### src/rtl/powerup_ctrl.sv
// -----------------------------------------------------------------------------
// powerup_ctrl
// Lifecycle controller for the 16x16 powerup sprite. It decides when and where
// a powerup spawns, animates its fall, expires it, detects pickup by either
// player head and issues a one-cycle grant pulse.
//
// Ports:
//   clk, reset            system clock, asynchronous active-high reset
//   frame_tick            one-cycle pulse per video frame
//   enable                1 = game running, 0 = freeze counters and collision
//   clear                 one-cycle pulse: despawn and restart the wait
//   p1_x/p1_y, p2_x/p2_y  player head top-left positions (11 bit)
//   pu_x0, pu_y0          sprite origin (11 bit)
//   pu_visible            sprite enabled
//   pu_type               powerup kind
//   grant_p1, grant_p2    one-cycle pickup pulses
//   pu_state              00 WAIT, 01 SPAWN, 10 ACTIVE, 11 GRANT
//
// Optional build macro:
//   POWERUP_BLINK_EN      blink the sprite (bit 3 of a frame counter) during
//                         the last 120 frames of its life
// -----------------------------------------------------------------------------
module powerup_ctrl #(
   parameter int unsigned SPAWN_MIN = 180,
   parameter int unsigned LIFETIME  = 600,
   parameter int unsigned SPR       = 16,
   parameter int unsigned HEAD      = 32,
   parameter int unsigned X_MIN     = 64,
   parameter int unsigned X_MAX     = 560,
   parameter int unsigned Y_SPAWN   = 0,
   parameter int unsigned Y_GROUND  = 400,
   parameter int unsigned FALL_STEP = 2
) (
   input  logic        clk,
   input  logic        reset,
   input  logic        frame_tick,
   input  logic        enable,
   input  logic        clear,
   input  logic [10:0] p1_x,
   input  logic [10:0] p1_y,
   input  logic [10:0] p2_x,
   input  logic [10:0] p2_y,
   output logic [10:0] pu_x0,
   output logic [10:0] pu_y0,
   output logic        pu_visible,
   output logic [1:0]  pu_type,
   output logic        grant_p1,
   output logic        grant_p2,
   output logic [1:0]  pu_state
);

   typedef enum logic [1:0] {
      ST_WAIT   = 2'b00,
      ST_SPAWN  = 2'b01,
      ST_ACTIVE = 2'b10,
      ST_GRANT  = 2'b11
   } state_t;

   localparam logic [15:0] CNT_SPAWN  = 16'(SPAWN_MIN);
   localparam logic [15:0] CNT_LIFE   = 16'(LIFETIME);
   localparam logic [11:0] SPR12      = 12'(SPR);
   localparam logic [11:0] HEAD12     = 12'(HEAD);
   localparam logic [11:0] XMIN12     = 12'(X_MIN);
   localparam logic [11:0] XMAX12     = 12'(X_MAX);
   localparam logic [10:0] YSPAWN11   = 11'(Y_SPAWN);
   localparam logic [11:0] YGROUND12  = 12'(Y_GROUND);
   localparam logic [11:0] FALL12     = 12'(FALL_STEP);
   localparam logic [15:0] LFSR_SEED  = 16'hACE1;
`ifdef POWERUP_BLINK_EN
   localparam logic [15:0] BLINK_LIFE = 16'd120;
`endif

   state_t      state_q, state_d;
   logic [15:0] cnt_q, cnt_d;      // WAIT countdown
   logic [15:0] life_q, life_d;    // ACTIVE lifetime
   logic [10:0] x_q, x_d;
   logic [10:0] y_q, y_d;
   logic        vis_q, vis_d;
   logic [1:0]  type_q, type_d;
   logic        g1_q, g1_d;
   logic        g2_q, g2_d;
   logic        tie_q, tie_d;
   logic [15:0] lfsr_q, lfsr_d;
`ifdef POWERUP_BLINK_EN
   logic [15:0] fc_q, fc_d;
`endif

   logic [15:0] reload;
   logic [11:0] x_cand;
   logic [11:0] x_spawn;
   logic [11:0] y_sum;
   logic [10:0] y_fall;
   logic        hit1, hit2;
   logic        tick_en;

   // Head box (HEAD) against sprite box (SPR); 12-bit sums so nothing wraps.
   function automatic logic overlap(input logic [10:0] px, input logic [10:0] py,
                                    input logic [10:0] sx, input logic [10:0] sy);
      logic [11:0] px12, py12, sx12, sy12;
      px12 = {1'b0, px};
      py12 = {1'b0, py};
      sx12 = {1'b0, sx};
      sy12 = {1'b0, sy};
      return (sx12 < px12 + HEAD12) && (px12 < sx12 + SPR12) &&
             (sy12 < py12 + HEAD12) && (py12 < sy12 + SPR12);
   endfunction

   // Fibonacci LFSR, taps 16/14/13/11; free-running, nonzero seed keeps it off zero.
   assign lfsr_d  = {lfsr_q[14:0], lfsr_q[15] ^ lfsr_q[13] ^ lfsr_q[12] ^ lfsr_q[10]};

   assign reload  = CNT_SPAWN + {8'h00, lfsr_q[7:0]};
   assign x_cand  = XMIN12 + {3'b000, lfsr_q[8:0]};
   // Fold overshoot back by 256 so the spawn x stays within [X_MIN, X_MAX].
   assign x_spawn = (x_cand > XMAX12) ? x_cand - 12'd256 : x_cand;
   assign y_sum   = {1'b0, y_q} + FALL12;
   assign y_fall  = (y_sum > YGROUND12) ? YGROUND12[10:0] : y_sum[10:0];
   assign hit1    = overlap(p1_x, p1_y, x_q, y_q);
   assign hit2    = overlap(p2_x, p2_y, x_q, y_q);
   assign tick_en = frame_tick & enable;

   always_comb begin
      state_d = state_q;
      cnt_d   = cnt_q;
      life_d  = life_q;
      x_d     = x_q;
      y_d     = y_q;
      vis_d   = vis_q;
      type_d  = type_q;
      g1_d    = 1'b0;
      g2_d    = 1'b0;
      tie_d   = tie_q;
`ifdef POWERUP_BLINK_EN
      fc_d    = fc_q;
`endif
      if (clear) begin
         state_d = ST_WAIT;
         vis_d   = 1'b0;
         cnt_d   = reload;
      end else begin
         unique case (state_q)
            ST_WAIT: begin
               if (tick_en) begin
                  if (cnt_q <= 16'd1) begin
                     cnt_d   = '0;
                     state_d = ST_SPAWN;
                  end else begin
                     cnt_d   = cnt_q - 16'd1;
                  end
               end
            end
            // Completes regardless of enable.
            ST_SPAWN: begin
               x_d     = x_spawn[10:0];
               y_d     = YSPAWN11;
               type_d  = lfsr_q[11:10];
               life_d  = CNT_LIFE;
               vis_d   = 1'b1;
               state_d = ST_ACTIVE;
`ifdef POWERUP_BLINK_EN
               fc_d    = '0;
`endif
            end
            ST_ACTIVE: begin
               if (enable) begin
                  // Pickup wins over fall/expiry in the same cycle.
                  if (hit1 || hit2) begin
                     state_d = ST_GRANT;
                     vis_d   = 1'b0;
                     if (hit1 && hit2) begin
                        g1_d  = ~tie_q;
                        g2_d  = tie_q;
                        tie_d = ~tie_q;
                     end else begin
                        g1_d  = hit1;
                        g2_d  = hit2;
                     end
                  end else if (frame_tick) begin
                     y_d    = y_fall;
                     life_d = life_q - 16'd1;
                     if (life_q <= 16'd1) begin
                        life_d  = '0;
                        vis_d   = 1'b0;
                        cnt_d   = reload;
                        state_d = ST_WAIT;
                     end else begin
`ifdef POWERUP_BLINK_EN
                        fc_d  = fc_q + 16'd1;
                        vis_d = (life_d < BLINK_LIFE) ? ~fc_d[3] : 1'b1;
`else
                        vis_d = 1'b1;
`endif
                     end
                  end
               end
            end
            ST_GRANT: begin
               cnt_d   = reload;
               state_d = ST_WAIT;
            end
            default: state_d = ST_WAIT;
         endcase
      end
   end

   always_ff @(posedge clk or posedge reset) begin
      if (reset) begin
         state_q <= ST_WAIT;
         cnt_q   <= CNT_SPAWN;
         life_q  <= '0;
         x_q     <= '0;
         y_q     <= YSPAWN11;
         vis_q   <= 1'b0;
         type_q  <= '0;
         g1_q    <= 1'b0;
         g2_q    <= 1'b0;
         tie_q   <= 1'b0;
         lfsr_q  <= LFSR_SEED;
`ifdef POWERUP_BLINK_EN
         fc_q    <= '0;
`endif
      end else begin
         state_q <= state_d;
         cnt_q   <= cnt_d;
         life_q  <= life_d;
         x_q     <= x_d;
         y_q     <= y_d;
         vis_q   <= vis_d;
         type_q  <= type_d;
         g1_q    <= g1_d;
         g2_q    <= g2_d;
         tie_q   <= tie_d;
         lfsr_q  <= lfsr_d;
`ifdef POWERUP_BLINK_EN
         fc_q    <= fc_d;
`endif
      end
   end

   assign pu_x0      = x_q;
   assign pu_y0      = y_q;
   assign pu_visible = vis_q;
   assign pu_type    = type_q;
   assign grant_p1   = g1_q;
   assign grant_p2   = g2_q;
   assign pu_state   = state_q;

endmodule

### config.mk
export PLATFORM = sky130hd
export DESIGN_NAME = powerup_ctrl
export DESIGN_NICKNAME = d
export VERILOG_FILES = /design/src/rtl/powerup_ctrl.sv
export SDC_FILE = /design/constraint.sdc
export NUM_CORES = 1
export LEC_CHECK = 0
export ABC_AREA = 1
export CAP_MARGIN = 20
export CELL_PAD_IN_SITES_DETAIL_PLACEMENT = 1
export CELL_PAD_IN_SITES_GLOBAL_PLACEMENT = 1
export CORE_ASPECT_RATIO = 0.8
export CORE_MARGIN = 8
export CORE_UTILIZATION = 46
export CTS_CLUSTER_SIZE = 25
export DETAILED_ROUTE_END_ITERATION = 6
export PLACE_DENSITY_LB_ADDON = 0.12
export SETUP_SLACK_MARGIN = 0.1
export SLEW_MARGIN = 20
export SYNTH_ARGS = -nofsm -noshare
export SYNTH_HDL_FRONTEND = slang
export SYNTH_SLANG_ARGS = --single-unit
### constraint.sdc
create_clock -name clk -period 6.1 [get_ports clk]
set_input_delay 1.22 -clock clk [delete_from_list [all_inputs] [get_ports clk]]
set_output_delay 1.22 -clock clk [all_outputs]
set_load 0.03 [all_outputs]
* Word level (Yosys, flattened, before mapping) *
Index checks and enable logic that the tools add are counted.

operators by class
  muxes and demuxes = 43
  magnitude comparators = 12
  bitwise logic cells = 6
  $add $sub $neg = 12
  equal/unequal tests = 14
  reductions and logical operators = 18

operators by type and width
  operator                                                                            number
  16-bit 2-to-1 mux                                                                   11
  11-bit by 12-bit < comparator with 1-bit output                                     8
  11-bit 2-to-1 mux                                                                   5
  11-bit by 6-bit adder with 12-bit output (second input constant)                    4
  16-bit one-hot mux with 3 select lines                                              1
  16-bit by 1-bit less-or-equal comparator with 1-bit output (second input constant)  2
  16-bit one-hot mux with 2 select lines                                              1
  16-bit by 1-bit subtractor with 16-bit output (second input constant)               2
  11-bit by 5-bit adder with 12-bit output (second input constant)                    2
  11-bit one-hot mux with 2 select lines                                              1
  3-bit inequality test (second input constant)                                       6
  1-bit 2-to-1 mux                                                                    15
  5-bit AND reduction                                                                 3
  2-bit 2-to-1 mux                                                                    7
  11-bit by 2-bit adder with 12-bit output (second input constant)                    1
  12-bit by 9-bit > comparator with 1-bit output (second input constant)              1
  10-bit by 9-bit subtractor with 11-bit output (second input constant)               1
  7-bit by 9-bit adder with 10-bit output (first input constant)                      1
  10-bit > comparator (second input constant)                                         1
  8-bit by 8-bit adder with 9-bit output (first input constant)                       1
  4-bit inequality test (second input constant)                                       2
  2-bit one-hot mux with 4 select lines                                               1
  1-bit logical AND                                                                   7
  2-bit inequality test (second input constant)                                       3
  14 further kinds                                                                    18

storage, ports and cells
  word-level logic and storage cells = 116
  register bits = 78
  output and inout port bits = 29
  input port bits = 49

* Depth between registers and ports, before layout *
Gate-level depths: netlist of run 1.

  word-level depth = 11
  depth in mapped cells = 21
  gate-level depth less buffers = 20

* Worst setup path after synthesis of run 1 *
OpenSTA, ideal clock, no wires.

  path type = input-to-reg
  from = in p2_y[5]
  to = reg y_q[7] (netlist: pu_y0[7])
  slack = 2.973 ns
  stages on the path = 16
  path buffers = 1
  library setup time = 0.123 ns
  arrival = 3.004 ns
  data required time = 5.977 ns
  path through = ha_1 xnor2_1 ha_1 nand2_1 nor2_1 nor3b_1 nor2_1 nor2_1 nand2_1 nor2_1 nand3_1 nand2_2 nand2_2 nand3_4 buf_4 o21ai_1

between the ends
  longest elaborated chain between the ends = 7
  elaborated cells on any way between the ends = 8
  classes of those cells = add/sub (1); order compare (2); eq/ne (1); reduce/logical (4)

ends and longest elaborated chain
  element                                          RTL line  text
  from (decl)                                      42        input logic [10:0] p2_y,
  11-bit by 6-bit adder with 12-bit output         105       (sy12 < py12 + HEAD12) && (py12 < sy12 + SPR12);
  11-bit by 12-bit < comparator with 1-bit output  105
  1-bit logical AND                                104       return (sx12 < px12 + HEAD12) && (px12 < sx12 + SPR12) &&
  1-bit logical AND (*)                            105
  1-bit logical OR (*)                             166       if (hit1 || hit2) begin
  2-bit inequality test (no source line) (*)       n/a
  5-bit AND reduction (no source line) (*)         n/a
  to (signal assigned)                             226       y_q <= y_d;
  to (decl)                                        77        logic [10:0] y_q, y_d;

Mark *: on every way between the ends. The rest lies on a longest branch, timed or not.
A chain may end at the register's enable or synchronous reset.

* Final worst setup path of run 1 *
  from = in p2_x[7]
  to = reg cnt_q[3]

between the ends
  longest elaborated chain between the ends = 8
  elaborated cells on any way between the ends = 9
  classes of those cells = add/sub (1); order compare (2); eq/ne (1); reduce/logical (5)

ends and longest elaborated chain
  element                                          RTL line  text
  from (decl)                                      41        input logic [10:0] p2_x,
  11-bit by 6-bit adder with 12-bit output         104
  11-bit by 12-bit < comparator with 1-bit output  104
  1-bit logical AND (*) (2 in a row)               104
  1-bit logical AND (*)                            105
  1-bit logical OR (*)                             166
  3-bit inequality test (no source line) (*)       n/a
  6-bit AND reduction (no source line) (*)         n/a
  to (signal assigned)                             223       cnt_q <= cnt_d;
  to (decl)                                        74        logic [15:0] cnt_q, cnt_d;

Marked as above.

==> results of run 1 <==
## synthesized netlist by cell type (2+ instances only)
cell type / n
nand2_1: 188
inv_1: 105
ha_1: 101
nor2_1: 73
dfrtp_1: 65
o21ai_1: 43
a21oi_1: 40
xor2_1: 40
nand3_1: 33
o21ai_0: 29
xnor2_1: 23
dfstp_2: 12
nand3b_1: 11
nand4_1: 11
nand2_2: 9
nor3_1: 9
o22ai_1: 7
or2_2: 7
buf_6: 6
nor3b_1: 5
a211oi_1: 4
a31oi_1: 4
o21a_1: 4
o21bai_1: 4
buf_4: 3
clkbuf_1: 3
o2111ai_1: 3
o211ai_1: 3
buf_2: 2
nand3_2: 2
nor3_2: 2
## where the power goes
group / switching (W) / leakage (nW) / internal [W]
registers: 0.000134 / 1.01 / 0.000611
logic: 0.000629 / 2.64 / 0.000382
clock network: 0.000205 / 0.153 / 0.000369
## kinds of logic after synthesis
group                      Yosys count  synth area share [%]
and+or+nand+nor                    357                  23.9
adders and majority gates          101                  19.0
AOI/OAI and AO/OA                  145                  12.0
buffers and inverters              120                  7.65
DFF                                 77                  29.2
other                                1                0.0563
xor gates and xnor gates            63                  8.28
## registers in the layout (all words and copies together) (netlist names)
signal	flops
cnt_q	16
grant_p1	1
grant_p2	1
lfsr_q	16
life_q	16
pu_state	2
pu_type	2
pu_visible	1
pu_x0	11
pu_y0	10
tie_q	1
## path summary, 6_finish.rpt
check / from / end / slack, ns / depth (start not counted)
max reg2reg: pu_y0[4] / life_q[2] / 2.63 / 16
max in group asynchronous: reset / cnt_q[1] / 4.18 / 3
min in group asynchronous: reset / lfsr_q[14] / 1.43 / 3
min reg2reg: lfsr_q[14] / lfsr_q[15] / 0.35 / 0
min: lfsr_q[14] / lfsr_q[15] / 0.35 / 0
max: p2_x[7] / cnt_q[3] / 2.02 / 14
## area by class of cell
class | count | area [µm²] | share of cell area [%]
multi-input cells | 667 | 4210 | 53.5
flip-flops and latches | 77 | 1940 | 24.7
repair buffers | 77 | 772 | 9.81
inverters | 106 | 398 | 5.06
clock buffers | 12 | 246 | 3.13
well taps | 184 | 230 | 2.93
clock inverters | 4 | 72.6 | 0.922
## layer usage
layer | vias up | routed length [µm]
met1 | 2922 | 8790
met4 | 0 | 258
met3 | 17 | 657
met2 | 88 | 8700
met5 | - | 0
li1 | 2983 | -
## per-stage QoR
step | std cells | total power (W) | utilization [%] | instance area [µm²] | worst slack [ns]
after detailed placement | 1111 | 0.00176 | 53.2 | 7550 | 1.65
after global placement | 1111 | 0.00169 | 53.2 | 7550 | 1.76
after floorplan | 864 | 0.00150 | - | 6660 | 2.93
final | 1127 | 0.00233 | 55.4 | 7870 | 2.02
after CTS | 1127 | 0.00236 | 55.4 | 7870 | 1.97
after global routing | 1127 | 0.00252 | 55.4 | 7870 | 1.80
==> results.json, run 1 <==
{
  "result_of_the_run": "completed",
  "synth_async_sr_flop_share_pct": 100,
  "post-cts-setup-buffers": 0,
  "rows": 39,
  "numCtsBuffers": 9,
  "critical_path.top_delay_family": "simple AND/OR/NAND/NOR gates",
  "synthToLayoutAreaGrowth_pct": 18.2,
  "core-area_mm2": 0.0142,
  "maxClockFrequency_mhz": 245,
  "postRouteWirelength_um": 18400,
  "vias": 6010,
  "cts_repair_resize_count": 0,
  "final_common_cell": "nand2_1",
  "layout-drive-gt1-share_pct": 5.51,
  "cp_data_arrival_time_ns": 4.28,
  "route.detailed.drc": 0,
  "critPathBufInv": 1,
  "count_of_antenna_violating_nets_left_after_detailed_routing": 0,
  "number_of_drc_markers_in_iteration_0": 192,
  "ant_diodes": 0,
  "power.density_cell_area_mw_per_mm2": 296,
  "cts-root-to-sink-buffers": 2,
  "detailed_place_hpwl_um": 14600,
  "first_global_vias": 6529,
  "yosys_warns": 0,
  "max_slew.worst_pin.slew_ns": 0.806,
  "synth_largest_type_area_fraction_pct": 24.4,
  "maxSlewViolCount": 0,
  "clock_sink_count": 77,
  "final_period_util_pct": 66.8,
  "root_buffer": "clkbuf_16",
  "groute.layer.met1.usage_pct": 27.2,
  "min_path_type": "reg2reg",
  "yosys_most_used_dff": "dfrtp_1",
  "netlist_instances": 864,
  "detailedRoute.firstPassIterationCount": 6,
  "irDropWorstVdd_uv": 215,
  "die_width_um": 151,
  "crit_path_max_incr_delay_ns": 0.59,
  "crit_fanout": 32,
  "grt_overflow_total": 0,
  "synthTopCellsByArea": "dfrtp_1, ha_1, nand2_1",
  "route.detailed.wl_per_inst_um": 16.3,
  "finalWeightedCongestion": 0.887,
  "timing.clock.skew_ns": 0.00736,
  "synth.lib_cells_used.distinct": 44,
  "fin_nets": 1088,
  "startpoint_type": "primary input",
  "path_clk_slew_ns": 0.06,
  "cts.hold.buffers_added": 0,
  "period_minus_slack_ns": 4.08,
  "die-height_um": 124,
  "final-setup-viol-count": 0,
  "grt_antenna_before_repair": 0,
  "critical_path_class": "in2reg",
  "yosys_register_bits": 77,
  "die_area_mm2": 0.0186,
  "yosysSeqAreaShare_pct": 29.2,
  "start_util_pct": 46.9,
  "clock_insertion_delay_worst_skew_ns": 0.34,
  "final.hold.worst_slack_ns": 0.354,
  "slew_headroom_pct": 46.1,
  "grt_pass1_wl_um": 31600,
  "synth_enable_flop_cells": 0,
  "vias_per_cell": 5.33,
  "worstPathCellList": "clkdlybuf4s50_1 > nand3_1 > nand3b_1 > xor2_1 > ha_1 > nand4_1 > a211oi_1 > nor2_1 > nand3_1 > nand2_2 > nand2_2 > nand3_2 > nand2_1 > o21ai_1",
  "grt_use_total_pct": 20.7,
  "required_ns": 6.30,
  "worst_setup_path_end_kind": "register",
  "port_buffer_count": 76,
  "cts_tree": "yes",
  "net_count_after_synthesis": 1014,
  "report.final.hold_viol_count": 0,
  "globalRouteMet2Util_pct": 35.0,
  "timing.max_cap.violations": 0,
  "ios": 78,
  "cts_max_level": 3,
  "most_frequent_cells_in_the_layout": "nand2_1, inv_1, ha_1",
  "busiest_layer": "met2",
  "grt_start_max_net_pins": 78,
  "setup-tns-final_ns": 0,
  "leakagePower_nw": 3.80,
  "crit_slowest_cell": "clkdlybuf4s50_1",
  "avg_inst_size_synth_um2": 7.71,
  "syn_area_mm2": 0.00666,
  "gr-usage-met3_pct": 3.09,
  "grt_setup_unrepaired": "no",
  "synthDominantAreaCellType": "dfrtp_1",
  "layout_filler_cell_count": 1786
}
(Power assumes the default switching activity.)
==> run 2, diff against run 1 <==
Settings changed: CORE_UTILIZATION 46 to 42.
Clock period 6.1 ns to 4.08 ns, I/O delays scaled along.
==> run 2 against run 1 <==
Compared with the run above:
- register-to-register slack got worse by 2.0 ns
- setup slack got worse by 1.5 ns
- final area rose by 0.94%
- hold slack improved by 0.0034 ns
- sequential power rose by 49%
- first-iteration DRC count fell by 5.2%
- wire length rose by 0.60%
==> results.json, run 2 (synthesis gave the netlist of run 1 again) <==
{
  "ios": 78,
  "crit_slowest_cell": "clkdlybuf4s50_1",
  "period_minus_slack_ns": 3.55,
  "final.hold.worst_slack_ns": 0.357,
  "post-layout-total-power_w": 0.00345,
  "detailed_place_hpwl_um": 14900,
  "maxSlewViolCount": 0,
  "finalWeightedCongestion": 0.852,
  "detailedRoute.firstPassIterationCount": 4,
  "route.detailed.wl_per_inst_um": 15.9,
  "report.final.hold_viol_count": 0,
  "worst_setup_path_end_kind": "register",
  "clock_insertion_delay_worst_skew_ns": 0.35,
  "layout-drive-gt1-share_pct": 6.22,
  "critical_path.top_delay_family": "simple AND/OR/NAND/NOR gates",
  "worstPathCellList": "clkdlybuf4s50_1 > nand3_1 > nand3b_1 > xor2_1 > ha_1 > nand4_1 > a211oi_1 > nor2_1 > nand3_1 > nand2_2 > nand2_2 > nand3_4 > buf_12 > nand2_1 > o21ai_0",
  "most_frequent_cells_in_the_layout": "nand2_1, inv_1, ha_1",
  "fin_nets": 1093,
  "clock_sink_count": 77,
  "timing.max_cap.violations": 0,
  "grt_use_total_pct": 18.9,
  "critical_path_class": "in2reg",
  "route.detailed.drc": 0,
  "min_path_type": "reg2reg",
  "irDropWorstVdd_uv": 318,
  "numCtsBuffers": 9,
  "maxClockFrequency_mhz": 282,
  "cts-root-to-sink-buffers": 2,
  "ant_diodes": 0,
  "final_common_cell": "nand2_1",
  "cts.hold.buffers_added": 0,
  "final-setup-viol-count": 0,
  "grt_overflow_total": 0,
  "grt_start_max_net_pins": 51,
  "crit_fanout": 50,
  "die-height_um": 129,
  "required_ns": 4.30,
  "start_util_pct": 42.6,
  "crit_path_max_incr_delay_ns": 0.59,
  "startpoint_type": "primary input",
  "port_buffer_count": 76,
  "path_clk_slew_ns": 0.06,
  "setup-tns-final_ns": 0,
  "grt_setup_unrepaired": "no",
  "rows": 41,
  "largestRegisters": "cnt_q: 16 flops, lfsr_q: 16 flops, life_q: 16 flops",
  "final_period_util_pct": 86.9,
  "max_slew.worst_pin.slew_ns": 0.694,
  "result_of_the_run": "completed",
  "number_of_drc_markers_in_iteration_0": 182,
  "die_width_um": 157,
  "critPathBufInv": 2,
  "cts_max_level": 3,
  "post-cts-setup-buffers": 0,
  "vias_per_cell": 5.16,
  "postRouteWirelength_um": 18500,
  "grt_pass1_wl_um": 30900,
  "vias": 6001,
  "die_area_mm2": 0.0202,
  "cts_tree": "yes",
  "synthToLayoutAreaGrowth_pct": 19.3,
  "root_buffer": "clkbuf_16",
  "first_global_vias": 6295,
  "cts_repair_resize_count": 0,
  "slew_headroom_pct": 53.7,
  "leakagePower_nw": 3.82,
  "timing.clock.skew_ns": 0.00701,
  "core-area_mm2": 0.0156,
  "power.density_cell_area_mw_per_mm2": 434,
  "grt_antenna_before_repair": 0,
  "count_of_antenna_violating_nets_left_after_detailed_routing": 0,
  "cp_data_arrival_time_ns": 3.76
}
[run 2: cell count changes in the layout (fill, tap and decap cells not counted), sizes merged]
cell / before / now
clkbuf: 12 / 9
bufinv: 2 / 0
clkinvlp: 1 / 2
inv: 105 / 108
buf: 1 / 6
clkinv: 2 / 3
[run 2: final timing paths]
check | end | startpoint | cells after the start | slack (ns)
worst min register to register | lfsr_q[15] | lfsr_q[14] | 0 | 0.36
worst max register to register | life_q[9] | pu_y0[4] | 17 | 0.66
worst max-delay path | life_q[14] | p2_x[5] | 15 | 0.53
min in group asynchronous | pu_y0[9] | reset | 2 | 0.97
max in group asynchronous | cnt_q[4] | reset | 3 | 2.36
worst min-delay path | lfsr_q[15] | lfsr_q[14] | 0 | 0.36
[run 2: cell type report]
class,count,area (µm²)
Timing Repair Buffer,82,843
Tap cell,215,269
Clock inverter,7,57.6
Clock buffer,9,225
Inverter,106,398
Multi-Input combinational cell,667,4210
Sequential cell,77,1940
Fill cell,1941,7700
[run 2: layer usage]
metal | routed length, µm | track usage (%)
met1 | 9040 | 24.9
met2 | 8590 | 31.2
met3 | 649 | 2.88
met4 | 226 | 5.81
met5 | 0 | 0
[run 2: per-stage QoR]
stage / utilization, % / area, µm² / worst slack, ns / cells
2_1_floorplan: - / 6660 / 1.32 / 864
3_3_place_gp: 49.0 / 7660 / 0.332 / 1147
3_5_place_dp: 49.0 / 7660 / 0.203 / 1147
4_1_cts: 50.8 / 7940 / 0.539 / 1163
5_1_grt: 50.8 / 7940 / 0.325 / 1163
6_report: 50.8 / 7940 / 0.535 / 1163
[run 2: where the power goes]
| part | switching [W] | leakage (nW) | internal (W) |
|---|---|---|---|
| Combinational | 0.000947 | 2.68 | 0.000623 |
| Clock | 0.000348 | 0.134 | 0.000420 |
| Sequential | 0.000197 | 1.01 | 0.000913 |
==> run 3, diff against run 2 <==
Settings changed: CTS_CLUSTER_SIZE 25 to unset, TNS_END_PERCENT set to 50.
==> results of run 3 <==
No change in the layout: final DEF, timing and power equal those of run 2.
